==> src/rtl/oam_dma_pkg.sv <==
// oam_dma_pkg: shared state encoding, bus constants and address helper for the OAM DMA engine.
// Latency: n/a (declarations only).
// Backpressure: n/a.
package oam_dma_pkg;

  // FSM states of the transfer engine
  typedef enum logic [2:0] {
    IDLE,
    HALT,
    ALIGN,
    READ,
    WRITE
  } dma_state_t;

  // CPU write to this address starts a transfer
  localparam logic [15:0] DMA_TRIG_ADDR = 16'h4014;
  // every DMA byte is written to the PPU OAMDATA port
  localparam logic [15:0] DMA_OAM_PORT  = 16'h2004;

  // Source address of byte idx within page; idx never carries into page.
  function automatic logic [15:0] page_addr(input logic [7:0] page, input logic [7:0] idx);
    return {page, idx};
  endfunction

endpackage

==> src/rtl/oam_dma.sv <==
// oam_dma: CPU-side OAM DMA, copies page $XX00-$XXFF to OAMDATA on a $4014 write.
// Latency: CPU_HALT rises one Clk after the trigger CE; 513/514 halted CE per transfer.
// Backpressure: none; all state advances only on CPU_CE and holds while CPU_CE=0.
// Optional: define OAMDMA_PERF_CNT_EN to add the DBG_CYCLES transfer-length counter.
module oam_dma
  import oam_dma_pkg::*;
#(
  parameter logic [15:0] OAM_PORT  = DMA_OAM_PORT,
  parameter logic [15:0] TRIG_ADDR = DMA_TRIG_ADDR
) (
  input  logic        Clk,
  input  logic        Reset,
  input  logic        CPU_CE,
  input  logic [15:0] ADDR,
  input  logic        CPU_WR,
  input  logic [7:0]  CPU_DO,
  input  logic [7:0]  BUS_DATA,
  output logic        DMA,
  output logic [15:0] DMA_ADDR,
  output logic        DMA_WR,
  output logic [7:0]  DMA_DO,
  output logic        CPU_HALT
`ifdef OAMDMA_PERF_CNT_EN
  ,
  output logic [15:0] DBG_CYCLES
`endif
);

  dma_state_t  state_q;
  logic [7:0]  page_q;
  logic [7:0]  idx_q;
  logic [7:0]  idx_d;
  logic        parity_q;
  logic        dma_q;
  logic [15:0] addr_q;
  logic        wr_q;
  logic [7:0]  do_q;
  logic        halt_q;
  logic        trig_hit;
  logic        last_byte;

  // Trigger is a CPU write to the trigger address; only honoured while idle.
  assign trig_hit  = (state_q == IDLE) && (ADDR == TRIG_ADDR) && !CPU_WR;
  assign idx_d     = idx_q + 8'd1;
  assign last_byte = (idx_q == 8'hFF);

  // Transfer FSM; outputs are registered alongside the state they belong to.
  always_ff @(posedge Clk) begin
    if (Reset) begin
      state_q  <= IDLE;
      page_q   <= 8'h00;
      idx_q    <= 8'h00;
      parity_q <= 1'b0;
      dma_q    <= 1'b0;
      addr_q   <= 16'h0000;
      wr_q     <= 1'b1;
      do_q     <= 8'h00;
      halt_q   <= 1'b0;
    end else if (CPU_CE) begin
      // parity runs freely so alignment depends on absolute CPU cycle count
      parity_q <= ~parity_q;
      case (state_q)
        IDLE: begin
          if (trig_hit) begin
            page_q  <= CPU_DO;
            idx_q   <= 8'h00;
            state_q <= HALT;
            halt_q  <= 1'b1;
            dma_q   <= 1'b0;
          end
        end
        HALT: begin
          // parity_q here is the parity the HALT cycle landed on; an odd one
          // needs one extra ALIGN cycle so reads fall on the right phase.
          if (!parity_q) begin
            state_q <= READ;
            dma_q   <= 1'b1;
            addr_q  <= page_addr(page_q, idx_q);
            wr_q    <= 1'b1;
          end else begin
            state_q <= ALIGN;
          end
        end
        ALIGN: begin
          state_q <= READ;
          dma_q   <= 1'b1;
          addr_q  <= page_addr(page_q, idx_q);
          wr_q    <= 1'b1;
        end
        READ: begin
          // read return is valid on the closing CE of the read cycle
          do_q    <= BUS_DATA;
          state_q <= WRITE;
          addr_q  <= OAM_PORT;
          wr_q    <= 1'b0;
        end
        WRITE: begin
          idx_q <= idx_d;
          if (last_byte) begin
            state_q <= IDLE;
            dma_q   <= 1'b0;
            halt_q  <= 1'b0;
            addr_q  <= 16'h0000;
            wr_q    <= 1'b1;
          end else begin
            state_q <= READ;
            addr_q  <= page_addr(page_q, idx_d);
            wr_q    <= 1'b1;
          end
        end
        default: begin
          state_q <= IDLE;
          dma_q   <= 1'b0;
          halt_q  <= 1'b0;
          wr_q    <= 1'b1;
        end
      endcase
    end
  end

  assign DMA      = dma_q;
  assign DMA_ADDR = addr_q;
  assign DMA_WR   = wr_q;
  assign DMA_DO   = do_q;
  assign CPU_HALT = halt_q;

`ifdef OAMDMA_PERF_CNT_EN
  logic [15:0] cycles_q;

  // Counts halted CE cycles of the current transfer; holds until next trigger.
  always_ff @(posedge Clk) begin
    if (Reset) begin
      cycles_q <= 16'h0000;
    end else if (CPU_CE) begin
      if (trig_hit) begin
        cycles_q <= 16'h0000;
      end else if (state_q != IDLE) begin
        cycles_q <= cycles_q + 16'd1;
      end
    end
  end

  assign DBG_CYCLES = cycles_q;
`endif

endmodule

==> config.mk <==
export PLATFORM = sky130hd
export DESIGN_NAME = oam_dma
export DESIGN_NICKNAME = d
export VERILOG_FILES = /design/src/rtl/oam_dma_pkg.sv /design/src/rtl/oam_dma.sv
export SDC_FILE = /design/constraint.sdc
export NUM_CORES = 1
export LEC_CHECK = 0
export ABC_AREA = 1
export CORE_MARGIN = 2
export CORE_UTILIZATION = 47
export CTS_BUF_LIST = sky130_fd_sc_hd__clkbuf_4 sky130_fd_sc_hd__clkbuf_8 sky130_fd_sc_hd__clkbuf_16
export DETAILED_ROUTE_END_ITERATION = 16
export GPL_ROUTABILITY_DRIVEN = 0
export PLACE_DENSITY = 0.9
export REMOVE_ABC_BUFFERS = 1
export SYNTH_ARGS = -nofsm -noshare
export SYNTH_HDL_FRONTEND = slang
export SYNTH_SLANG_ARGS = --single-unit
==> constraint.sdc <==
create_clock -name Clk -period 2.45 [get_ports Clk]
set_clock_uncertainty 0.15 [all_clocks]
set_input_delay 0.245 -clock Clk [delete_from_list [all_inputs] [get_ports Clk]]
set_output_delay 0.245 -clock Clk [all_outputs]
set_load 0.01 [all_outputs]
# == Word level (Yosys, flattened, before mapping) ==
# Index checks and enable logic that the tools add are counted.
# classes
addsub,1
multipliers,0
div_mod_pow,0
n_lt_le_gt_ge,0
eq_ne,9
shift,0
muxes,16
bitwise_logic,4
n_reduce_logical,15
# op_table
operator,count
$pmux 16 s4,1
$mux 16,2
$eq 16x15->1 const B,1
$pmux 8 s2,1
$pmux 3 s5,1
$reduce_and 3->1,4
$add 8x1->8 const B,1
$eq 8x8->1 const B,1
$mux 8,1
$eq 3x2->1 const B,2
$ne 2x2->1 const B,3
$pmux 1 s3,2
$mux 1,5
$pmux 1 s5,1
$reduce_and 5->1,1
$not 1->1,4
$reduce_and 2->1,2
$reduce_and 4->1,1
$reduce_bool 4->1,1
$eq 3x1->1 const B,1
$eq 3x3->1 const B,1
$logic_not 3->1,1
$mux 3,1
$reduce_or 3->1,1
4 further kinds,5
# word_totals
ff_bits,47
latch_bits,0
mem_bits_rw,0
romBits,0
output_inout_bits,27
word_cells,54
n_memories,0

# == Depth between registers and ports, before layout ==
# Gate-level depths: netlist of the first run.
# depth
depth_word,5
depth_mapped,10
ltp_nobuf,10

# == Least setup slack after synthesis of the first run ==
# No wires, ideal clock.
# synth_path
path_type,register to register
start,reg idx_q[0]
end,"reg addr_q[13], in the netlist DMA_ADDR[13]"
setup_time_ns,0.117
arrival_time_ns,1.454
path_slack_ns,0.729
path_stages_with_launch,9
n_path_buf,0
path_cell_list,dfxtp_1 -> ha_1 -> nand3_1 -> nor2_1 -> nand3_1 -> nand2_2 -> nand2_1 -> a21oi_1 -> nor2_1
# synth_via
elab_chain_cells,3
# synth_rtl
element,line,text
"start, declared",oam_dma.sv:31,logic [7:0] idx_q;
"start signal, assigned",oam_dma.sv:98,idx_q <= idx_d;
$eq 8x8->1,oam_dma.sv:45,assign last_byte = (idx_q == 8'hFF);
$mux 16,oam_dma.sv:99,if (last_byte) begin
$pmux 16 s4,oam_dma.sv:62,case (state_q)
"end signal, assigned",oam_dma.sv:78,"addr_q <= page_addr(page_q, idx_q);"
"end signal, assigned",oam_dma.sv:87,"addr_q <= page_addr(page_q, idx_q);"
"end signal, assigned",oam_dma.sv:107,"addr_q <= page_addr(page_q, idx_d);"
"end, declared",oam_dma.sv:35,logic [15:0] addr_q;
# No other way between the ends.
# A chain may end at the register's enable or synchronous reset.

# == Worst setup path in the final report of the first run ==
# layout_path
start,reg state_q[0]
end,"reg addr_q[4], in the netlist DMA_ADDR[4]"
# layout_via
elab_chain_cells,3
word_cells_on_any_way,8
# layout_rtl
element,line,text
"start, declared",oam_dma.sv:29,dma_state_t state_q;
"start signal, assigned",oam_dma.sv:50,state_q <= IDLE;
"start signal, assigned",oam_dma.sv:67,state_q <= HALT;
"start signal, assigned",oam_dma.sv:76,state_q <= READ;
$eq 3x3->1 (tied with other cells),oam_dma.sv:62,
$reduce_bool 4->1 (no line) or $ne 2x2->1 (tied branches),n/a,
$reduce_and 3->1 (no line),n/a,
# Parallel ways exist; a longest one is shown, timed or not.

==> results of run 1 <==
[power groups by stage]
| stage | Combinational, mW | Sequential (mW) | Clock [mW] |
|---|---|---|---|
| after detailed placement | 0.0864 | 0.783 | 0 |
| after global routing | 0.0935 | 0.765 | 0.557 |
| final | 0.0871 | 0.765 | 0.522 |
| after CTS | 0.0869 | 0.765 | 0.530 |
| after floorplan | 0.0139 | 0.783 | 0 |
| after global placement | 0.0851 | 0.783 | 0 |
[path summary, 6_finish.rpt]
kind / startpoint / endpoint / slack, ns / cells after the start
max: state_q[0] / DMA_ADDR[4] / 0.25 / 8
min: DMA / DMA / 0.31 / 2
max reg2reg: state_q[0] / DMA_ADDR[4] / 0.25 / 8
min reg2reg: DMA / DMA / 0.31 / 2
[metrics by stage]
| step | total power [mW] | instances | setup WS (ns) | hold slack (ns) | instance area [um^2] |
|---|---|---|---|---|---|
| 2_1_floorplan | 0.7970 | 293 | 0.7118 | 0.1641 | 2098 |
| 3_3_place_gp | 0.8684 | 410 | 0.2873 | 0.2855 | 2806 |
| 3_5_place_dp | 0.8698 | 410 | 0.2388 | 0.3024 | 2806 |
| 4_1_cts | 1.382 | 418 | 0.3439 | 0.3177 | 2910 |
| 5_1_grt | 1.416 | 418 | 0.1359 | 0.3399 | 2910 |
| 6_report | 1.374 | 418 | 0.2485 | 0.3081 | 2910 |
[kinds of logic (layout without fill, tap and decap cells)]
logic type	after synthesis	in the layout	share of synthesized area, %
buffers and inverters	44	104	8.491
flip-flops	47	47	43.44
AND/OR/NAND/NOR	138	138	28.77
AO/OA/AOI/OAI	76	76	18.72
adder cells (fa/ha/maj)	1	1	0.5776
[layout by cell type (no fill, tap or decap), drive strengths merged]
cell            n
nand3          32
a211oi          8
o211ai          2
clkbuf          7
buf             3
clkdlybuf4s50  62
nor2           47
inv            31
dfxtp          47
nand4           4
nand2          54
or2             1
a21oi          45
clkinvlp        1
o21ai          21
ha              1
[worst max-delay path, delay by kind of cell (launching register included)]
family	cells	cell delay (ns)
AOI/OAI and AO/OA	2	0.32
DFF	1	0.39
and+or+nand+nor	5	1.06
buffers and inverters	1	0.17
[cell usage after synthesis, types with 2 or more instances]
library cell	n	share of area (%)
buf_2	3	0.69
nor2_4	2	1.0
nand2_2	3	0.87
a211oi_1	8	2.8
a21oi_1	45	10
nand4_1	4	1.2
o211ai_1	2	0.69
nor2_2	2	0.58
buf_4	2	0.69
nor2_1	43	7.5
nand3_1	30	6.9
inv_1	29	5.0
o21ai_0	21	4.9
dfxtp_1	47	43
clkbuf_1	6	1.0
inv_2	2	0.35
nand2_1	50	8.7
[registers in the layout (all words and copies together), names as in the netlist]
register	count
page_q	8
CPU_HALT	1
DMA_WR	1
idx_q	8
DMA_DO	8
state_q	3
DMA_ADDR	16
parity_q	1
DMA	1
[metal layers]
layer | share of wire, % | up-vias
met5 | 0 | -
met4 | 1.9 | 0
met3 | 7.1 | 12
met2 | 49 | 97
met1 | 42 | 1068
li1 | - | 1124
[area by class of cell]
type                            count  area, um^2
Clock buffer                        7       96.34
Clock inverter                      1       7.507
Fill cell                         359        1474
Inverter                           31       116.4
Multi-Input combinational cell    215        1041
Sequential cell                    47       940.9
Tap cell                           52       65.06
Timing Repair Buffer               65       643.1
==> flow_summary.toml, run 1 <==
[clock_tree]
cts_buffer_depth = 2
cts_sinks = 47
cts_hold_buffers = 0
path_clk_slew_ns = 0.08
clk_latency_ns = 0.31
cts_root_buf = "clkbuf_8"
cts_resized = 0
cts_tree = "yes"
postCtsSetupBuffers = 0
cts_made_buffers = 5
htree_num_levels = 2

[power]
switching_share_pct = 21.63
leakage_nw = 1.124
ir_worst_vdd_v = 0.0003893
p_switching_mw = 0.2972
p_seq_share_pct = 55.7
internal_power_mw = 1.077
clkPwrFrac_pct = 38.0
power_density_mw_per_mm2 = 472.2
p_comb_share_pct = 6.3

[sta]
worst_slew_pin_slew_ns = 0.6833
finalCritPeriodShare_pct = 89.86
hold_viol = 0
setup_violations = 0
timing.setup.tns_ns = 0
clock.fmax_mhz = 454.2
period_needed_ns = 2.202
drv_slew = 0
grt_setup_unrepaired = "no"
relSlewSlack_pct = 54.39

[worst_setup_path]
slowest_delay_ns = 0.39
critPathMaxFanout = 14
endpoint_kind = "flop"
crit_type = "reg -> reg"
cp_slowest_cell = "dfxtp_1"
required_ns = 2.50
setup.worst_path.start_class = "flop"
crit_chain = "nor2_4 > nand2_2 > nand2_1 > inv_1 > nand2_1 > nand3_2 > a21oi_1 > a21oi_1"
arrival_ns = 2.25

[global_routing]
grt_usage_pct = 23.83
grt_pass1_vias = 2180
met1_usage_pct = 27.83
grt.busiest_layer = "met2"
grt_pass1_wl_um = 9591
grt_start_max_net_pins = 25
grt.met3_usage_pct = 5.485
grt_antenna_before_repair = 0
met2_usage_pct = 42.70
globalRoute.totalOverflow = 0

[layout]
nNetsFinal = 402
final_core_util_pct = 66.38
area_delta_synth_final_pct = 34.37
diodes = 0
layout-drive-gt1-share_pct = 6.284

[yosys]
synth_warnings = 0
synth_edf_count = 0
ys_seq_area_share_pct = 43.44
yosysUniqueCellTypes = 24
yosys_register_bits = 47
async_reset_ff_share_pct = 0
syn_area_per_cell_um2 = 7.078
syn_area_mm2 = 0.002166
synth_cells = 306
synth_flop_cell = "dfxtp_1"

[floorplanning]
dieArea_mm2 = 0.005167
ioPinCount = 63
fp.dieW_um = 71.89
placementRows = 24
core_mm2 = 0.004384
die_h_um = 71.89
start_util_pct = 49.40

[route]
drt_iter0_drc = 192
route.detailed.drc = 0
dr.pass1.iters = 5
viasPerCell = 5.505
wl_per_cell_um = 14.11
num_vias = 2301
antenna_left = 0
wl_um = 5900

[placement]
dp.final_hpwl_um = 4042
port-buffer-count = 62

[job]
cap_violations = 0

[hold_path]
hp-class = "reg -> reg"

[run_status]
status = "finished, final reports clean"
(Power assumes the default switching activity.)
==> run 2, diff against run 1 <==
--- a/config.mk
+++ b/config.mk
@@ -13,6 +13,7 @@
 export GPL_ROUTABILITY_DRIVEN = 0
 export PLACE_DENSITY = 0.9
 export REMOVE_ABC_BUFFERS = 1
+export SLEW_MARGIN = 15
 export SYNTH_ARGS = -nofsm -noshare
 export SYNTH_HDL_FRONTEND = slang
 export SYNTH_SLANG_ARGS = --single-unit
==> results of run 2 <==
No change in the layout: final DEF, timing and power equal those of run 1.
